==> src/rtl/vga_sync_module.sv <==
// vga_sync_module
//   Video timing generator (default 1280x720@60, 74.25 MHz pixel clock).
//   Produces sync pulses, the active-video flag with 0-based pixel
//   addresses, a pixel FIFO pop request leading the picture window by one
//   cycle, and a one-cycle frame-start pulse.
//
// Ports
//   CLK             in   pixel clock
//   RSTn            in   asynchronous active-low reset
//   HSYNC_Sig       out  horizontal sync (polarity set by SYNC_POL)
//   VSYNC_Sig       out  vertical sync (polarity set by SYNC_POL)
//   Ready_Sig       out  high inside the visible area
//   Column_Addr_Sig out  [10:0] visible column, 0 outside visible area
//   Row_Addr_Sig    out  [10:0] visible row, 0 outside visible area
//   pic_rd_req      out  pixel FIFO pop, one cycle ahead of picture window
//   frame_start     out  one-cycle pulse on the first cycle of each frame
//
// All outputs are flops decoded from the previous cycle's counter values.
// H/V totals must fit in 11 bits.
module vga_sync_module #(
  parameter int unsigned H_SYNC   = 40,
  parameter int unsigned H_BACK   = 220,
  parameter int unsigned H_ACTIVE = 1280,
  parameter int unsigned H_FRONT  = 110,
  parameter int unsigned V_SYNC   = 5,
  parameter int unsigned V_BACK   = 20,
  parameter int unsigned V_ACTIVE = 720,
  parameter int unsigned V_FRONT  = 5,
  parameter int unsigned PIC_W    = 1024,
  parameter int unsigned PIC_H    = 720,
  parameter bit          SYNC_POL = 1'b1
) (
  input  logic        CLK,
  input  logic        RSTn,
  output logic        HSYNC_Sig,
  output logic        VSYNC_Sig,
  output logic        Ready_Sig,
  output logic [10:0] Column_Addr_Sig,
  output logic [10:0] Row_Addr_Sig,
  output logic        pic_rd_req,
  output logic        frame_start
);

  localparam int unsigned H_TOTAL = H_SYNC + H_BACK + H_ACTIVE + H_FRONT;
  localparam int unsigned V_TOTAL = V_SYNC + V_BACK + V_ACTIVE + V_FRONT;
  localparam int unsigned HS      = H_SYNC + H_BACK;
  localparam int unsigned VS      = V_SYNC + V_BACK;
  // Picture window clipped to the visible area.
  localparam int unsigned PW      = (PIC_W < H_ACTIVE) ? PIC_W : H_ACTIVE;
  localparam int unsigned PH      = (PIC_H < V_ACTIVE) ? PIC_H : V_ACTIVE;

  localparam logic [10:0] H_LAST  = 11'(H_TOTAL - 1);
  localparam logic [10:0] V_LAST  = 11'(V_TOTAL - 1);
  localparam logic [10:0] HSYN_E  = 11'(H_SYNC);
  localparam logic [10:0] VSYN_E  = 11'(V_SYNC);
  localparam logic [10:0] HS_C    = 11'(HS);
  localparam logic [10:0] VS_C    = 11'(VS);
  localparam logic [10:0] HE_C    = 11'(HS + H_ACTIVE);
  localparam logic [10:0] VE_C    = 11'(VS + V_ACTIVE);
  localparam logic [10:0] PHE_C   = 11'(HS + PW);
  localparam logic [10:0] PVE_C   = 11'(VS + PH);

  logic [10:0] h_q, h_d;
  logic [10:0] v_q, v_d;

  logic        hsync_q, hsync_d;
  logic        vsync_q, vsync_d;
  logic        ready_q, ready_d;
  logic [10:0] col_q, col_d;
  logic [10:0] row_q, row_d;
  logic        req_q, req_d;
  logic        fs_q, fs_d;

  // Counter next-state: v advances (and wraps) only when h wraps.
  always_comb begin
    h_d = h_q + 11'd1;
    v_d = v_q;
    if (h_q == H_LAST) begin
      h_d = '0;
      if (v_q == V_LAST) begin
        v_d = '0;
      end else begin
        v_d = v_q + 11'd1;
      end
    end
  end

  always_comb begin
    hsync_d = (h_q < HSYN_E) ? SYNC_POL : ~SYNC_POL;
    vsync_d = (v_q < VSYN_E) ? SYNC_POL : ~SYNC_POL;
    ready_d = (h_q >= HS_C) && (h_q < HE_C) && (v_q >= VS_C) && (v_q < VE_C);
    col_d   = '0;
    row_d   = '0;
    if (ready_d) begin
      col_d = h_q - HS_C;
      row_d = v_q - VS_C;
    end
    // Decoded from the next counter value so the request lands one cycle
    // ahead of the pixel, including across line and frame wraps.
    req_d   = (h_d >= HS_C) && (h_d < PHE_C) && (v_d >= VS_C) && (v_d < PVE_C);
    fs_d    = (h_q == '0) && (v_q == '0);
  end

  always_ff @(posedge CLK or negedge RSTn) begin
    if (!RSTn) begin
      h_q     <= '0;
      v_q     <= '0;
      hsync_q <= ~SYNC_POL;
      vsync_q <= ~SYNC_POL;
      ready_q <= 1'b0;
      col_q   <= '0;
      row_q   <= '0;
      req_q   <= 1'b0;
      fs_q    <= 1'b0;
    end else begin
      h_q     <= h_d;
      v_q     <= v_d;
      hsync_q <= hsync_d;
      vsync_q <= vsync_d;
      ready_q <= ready_d;
      col_q   <= col_d;
      row_q   <= row_d;
      req_q   <= req_d;
      fs_q    <= fs_d;
    end
  end

  assign HSYNC_Sig       = hsync_q;
  assign VSYNC_Sig       = vsync_q;
  assign Ready_Sig       = ready_q;
  assign Column_Addr_Sig = col_q;
  assign Row_Addr_Sig    = row_q;
  assign pic_rd_req      = req_q;
  assign frame_start     = fs_q;

endmodule

==> config.mk <==
export PLATFORM = sky130hd
export DESIGN_NAME = vga_sync_module
export DESIGN_NICKNAME = d
export VERILOG_FILES = /design/src/rtl/vga_sync_module.sv
export SDC_FILE = /design/constraint.sdc
export NUM_CORES = 1
export LEC_CHECK = 0
export BUFFER_PORTS_ARGS = -buffer_cell sky130_fd_sc_hd__buf_4
export CAP_MARGIN = 20
export CORE_MARGIN = 2
export CORE_UTILIZATION = 30
export CTS_CLUSTER_SIZE = 20
export DETAILED_ROUTE_END_ITERATION = 8
export PLACE_DENSITY = 0.56
export SYNTH_ARGS = -nofsm -noshare
export SYNTH_HDL_FRONTEND = slang
export SYNTH_SLANG_ARGS = --single-unit
export TNS_END_PERCENT = 1
==> constraint.sdc <==
create_clock -name CLK -period 2.49 [get_ports CLK]
set_input_delay 0.249 -clock CLK [delete_from_list [all_inputs] [get_ports CLK]]
set_output_delay 0.249 -clock CLK [all_outputs]
set_load 0.1 [all_outputs]
Yosys cells after proc, flatten, opt, wreduce, memory -nomap -nowiden
Index checks and enable logic that the tools add are counted.
Widths: inputs -> output; s select.
- bits of input ports: 2
- flip-flop bits (word level): 49
- logic and storage cells: 41
- output and inout port bits: 27
- mux-type cells: 7
- reduce and logical (&&, ||, !) cells: 9
- magnitude comparators: 10
- add/subtract/negate cells: 4
- eq/ne operators: 2
- operators with widths (cell ; number):
    $mux 11 ; 5
    $add 11x1->11 const B ; 2
    $ge 11x5->1 const B ; 2
    $ge 11x9->1 const B ; 2
    $logic_not 11->1 ; 2
    $lt 11x10->1 const B ; 2
    $lt 11x11->1 const B ; 2
    $eq 11x10->1 const B ; 1
    $eq 11x11->1 const B ; 1
    $lt 11x3->1 const B ; 1
    $lt 11x6->1 const B ; 1
    $sub 11x5->11 const B ; 1
    $sub 11x9->11 const B ; 1
    $logic_and 1x1->1 ; 7
    $mux 1 ; 2

Longest topological paths before layout
- word-level depth: 6
- depth in mapped cells: 11
- mapped depth without buffers: 9

Worst setup path before layout
Ideal clock, no wire load.
- kind: register -> register
- start point: register h_q[2]
- end point: register req_q (netlist: pic_rd_req)
- library setup time: 0.101 ns
- buffers on the path: 1
- setup slack: 0.368 ns
- data arrival time: 2.021 ns
- stages on the path, launching flop included: 11
- cells stage by stage: dfrtp_1 -> buf_2 -> inv_1 -> ha_1 -> and2b_1 -> nand3_4 -> o31a_1 -> o21bai_2 -> nor3b_1 -> and3_1 -> nor4_1
- cells in the longest elaborated chain, start to end: 6
- ends and longest elaborated chain (what ; line ; source):
    start, declared ; 63 ; logic [10:0] h_q, h_d;
    start signal, assigned ; 106 ; h_q <= '0;
    start signal, assigned ; 116 ; h_q <= h_d;
    $add 11x1->11 or $eq 11x11->1 (tied branches) ; 76, 78 ;
    $mux 11 ; 78 ; if (h_q == H_LAST) begin
    $ge 11x9->1 or $lt 11x11->1 (tied branches) ; 100 ; req_d = (h_d >= HS_C) && (h_d < PHE_C) && (v_d >= VS_C) && (v_d < PVE_C);
    $logic_and 1x1->1 (2 in series) ; 100 ;
    $logic_and 1x1->1 * ; 100 ;
    named net req_d ; 71 ; logic req_q, req_d;
    end signal, assigned ; 123 ; req_q <= req_d;
    end, declared ; 71 ;
The timed path passes the listed nets; every way through them passes the cells marked *.

Worst setup path after layout
- start point: register h_q[6]
- end point: register req_q (netlist: pic_rd_req)
The elaborated chain is that of the path after synthesis.

==> qor.csv <==
stage,metric,value,unit
routing,number of DRC markers after the initial detailed-route iteration,158,
grt,first-pass GRT wire length,9701,um
routing,Via Count,2084,
clock_network,clock tree from TritonCTS,yes,
place,detailed placement HPWL,4020,um
timing,count of final setup violators,0,
setup_path,largest fanout on the critical path,10,
power_and_ir_drop,power per cell area,438.5,nW/um^2
timing,clock skew,5.499,ps
floorplanning,I/O pin cnt,29,
floorplanning,Die Wd,99.40,um
synthesis,sequential area share after synthesis,0.4491,
synthesis,commonest register cell after synthesis,sky130_fd_sc_hd__dfrtp_1,
place,pre-CTS worst setup slack,160.5,ps
clock_network,number of buffers between clock root and the deepest sink,2,
outcome,status,finished clean,
routing,drc violations,0,
synthesis,number of warning messages in the yosys log,0,
synthesis,net count after synthesis,305,
power_and_ir_drop,peak supply drop,206.6,uV
clock_network,number of H-tree levels,2,
timing,number of hold violations in the final report,0,
floorplanning,die area,9879,um^2
finish,most frequent standard cell in the layout excluding fill and tap cells,sky130_fd_sc_hd__dfrtp_1,
place,count of input and output buffers,28,
synthesis,gate count of the mapped netlist,292,
power_and_ir_drop,Lkg Pwr,1.505,nW
timing,upper clock frequency limit,0.4340,GHz
finish,fill cell total of the finished layout,889,
clock_network,sink count of the clock tree,49,
routing,sum of routed wire length over all layers,5741,um
timing,final period utilization,0.9253,
setup_path,CP Data Required Time,2680,ps
floorplanning,area of the core,8763,um^2
finish,nets,332,
floorplanning,Starting Density,0.3115,
setup_path,slowest cell delay on critical path,550,ps
clock_network,Clock Latency Late Sink,300,ps
timing,setup repair after global routing missed its margin,no,
finish,Diodes inserted,0,
routing,Vias per Instance,4.869,
clock_network,Root Buffer,sky130_fd_sc_hd__clkbuf_8,
timing,setup TNS,0,ps
timing,Post-Route Hold Slack,494.3,ps
synthesis,Avg Synthesized Cell Area,9.350,um^2
setup_path,CP max stage cell,sky130_fd_sc_hd__dfrtp_1,
routing,average wire per cell in the routed design,13.41,um
worst_hold_path,class of the tightest hold or removal check,input pin to async pin,
synthesis,number of enable flip-flop cells after synthesis,0,
setup_path,WP data arrival,2490,ps
setup_path,kind of capture point of the worst setup path,register,
synthesis,"flops & latches, synth",49,
setup_path,buffer and inverter count on the worst path,0,
timing,pin slew with the least headroom to its limit,620.7,ps
setup_path,crit start category,register,
finish,Sequential Area,1227,um^2
grt,total congestion overflow after global routing,0,
routing,ANT nets after route,0,
grt,number of global-route vias before repair,1992,
finish,final core utilization,0.3684,
grt,largest net degree at the start of global routing,50,
timing,worst path setup slack after routing,186.0,ps
setup_path,cell-by-cell trace of the critical path,and3_1 -> nand3_4 -> o31a_1 -> o21bai_2 -> o31ai_1 -> nor4_1 -> nor4_2,
finish,most frequent cells in the layout,"sky130_fd_sc_hd__dfrtp_1 (48), sky130_fd_sc_hd__nor2_1 (42), sky130_fd_sc_hd__buf_4 (39)",
finish,share of cells above drive strength 1,0.2094,
grt,overall track demand over capacity in global routing,0.1205,
synthesis,distinct cell type count of the synthesized netlist,46,
routing,DRT Pass-1 Iters,4,
floorplanning,die outline height,99.40,um
synthesis,ys async rst share,1.000,
timing,final worst path period need,2304,ps
setup_path,"Largest delay share family, worst path",simple AND/OR/NAND/NOR gates,
job,Max-cap violations,0,
clock_network,cts bufs inserted,5,
timing,max-slew violation count,0,
clock_network,clock slew at the register clock pins of the worst setup and hold paths,90,ps
synthesis,summed instance area of the synthesized netlist,2730,um^2
grt,initial antenna violation count,0,
finish,area taken by multi-input logic gates,1389,um^2
finish,layout overhead on the synthesized area,18.24,%
place,global placement routability congestion,0.8333,
floorplanning,standard-cell rows,34,
timing,worst max-slew margin expressed relative to the limit,0.5862,
setup_path,class of the most critical setup path,register to register,
==> flip-flops by register name, indices dropped and copies added, names as in the netlist <==
name	flops
Column_Addr_Sig	11
Row_Addr_Sig	11
h_q	11
v_q	11
HSYNC_Sig	1
Ready_Sig	1
VSYNC_Sig	1
frame_start	1
pic_rd_req	1
==> through the flow <==
| stage | std cells | power, W | area, um^2 |
|---|---|---|---|
| final | 428 | 0.001415 | 3228 |
| after detailed placement | 416 | 0.0008285 | 3035 |
| after CTS | 425 | 0.001439 | 3166 |
| after global placement | 416 | 0.0008280 | 3035 |
| after global routing | 428 | 0.001470 | 3228 |
| after floorplan | 292 | 0.0008111 | 2730 |
==> kinds of logic after synthesis <==
group,count (synthesis),synth area share
and+or+nand+nor,130,0.2466
DFF,49,0.4491
AOI/OAI and AO/OA,42,0.09945
buffers and inverters,30,0.05637
xor gates and xnor gates,28,0.08983
adders and majority gates,11,0.05041
muxes,2,0.008249
==> power breakdown <==
group | leakage (nW) | internal (W) | switching (W)
Sequential | 0.664 | 0.000795 | 0
Combinational | 0.784 | 0.00000206 | 0.0000150
Clock | 0.0574 | 0.000327 | 0.000276
Total | 1.51 | 0.00112 | 0.000291
==> synth_stat cells, drive strengths merged, types with 4 or more instances <==
| cell type | n | share of area |
|---|---|---|
| nand3 | 13 | 0.028 |
| nor2 | 43 | 0.059 |
| xor2 | 9 | 0.029 |
| nand2 | 26 | 0.036 |
| inv | 9 | 0.012 |
| o21ai | 13 | 0.024 |
| xnor2 | 19 | 0.061 |
| a21oi | 10 | 0.018 |
| o31ai | 5 | 0.014 |
| nand2b | 4 | 0.0092 |
| dfrtp | 49 | 0.45 |
| nor3 | 8 | 0.019 |
| buf | 16 | 0.036 |
| and3 | 9 | 0.021 |
| clkbuf | 5 | 0.0082 |
| nor4 | 7 | 0.018 |
| ha | 11 | 0.050 |
==> timing repair <==
item / in CTS / in global routing
endpoints found under the hold margin: 49 / 0
buffers inserted: 0 / 3
gates resized for setup: 0 / 11
hold buffers: 1 / 0
endpoints found under the setup margin: 0 / 1
==> path summary, 6_finish.rpt <==
path	start	to	slack, ps	depth (start not counted)
max in group asynchronous	RSTn	h_q[3]	1550	2
setup / recovery	h_q[6]	pic_rd_req	190	7
hold / removal	RSTn	h_q[8]	490	2
hold reg to reg	h_q[0]	h_q[0]	550	1
min in group CLK	h_q[0]	h_q[0]	550	1
setup reg to reg	h_q[6]	pic_rd_req	190	7
==> per-layer routing <==
metal  vias up  track usage  routed length, um
li1       1043            -                  -
met2        41       0.1881               2610
met3         5      0.02108                196
met1       995       0.1702               2857
met5         -            0                  0
met4         0      0.03899                 76
==> cell type report <==
cell class | count | area share
clock inverters | 2 | 0.01163
multi-input cells | 213 | 0.4302
repair buffers | 41 | 0.1000
well taps | 108 | 0.04186
clock buffers | 6 | 0.02558
flip-flops and latches | 49 | 0.3802
inverters | 9 | 0.01047
Power figures use the tool's default switching activity.
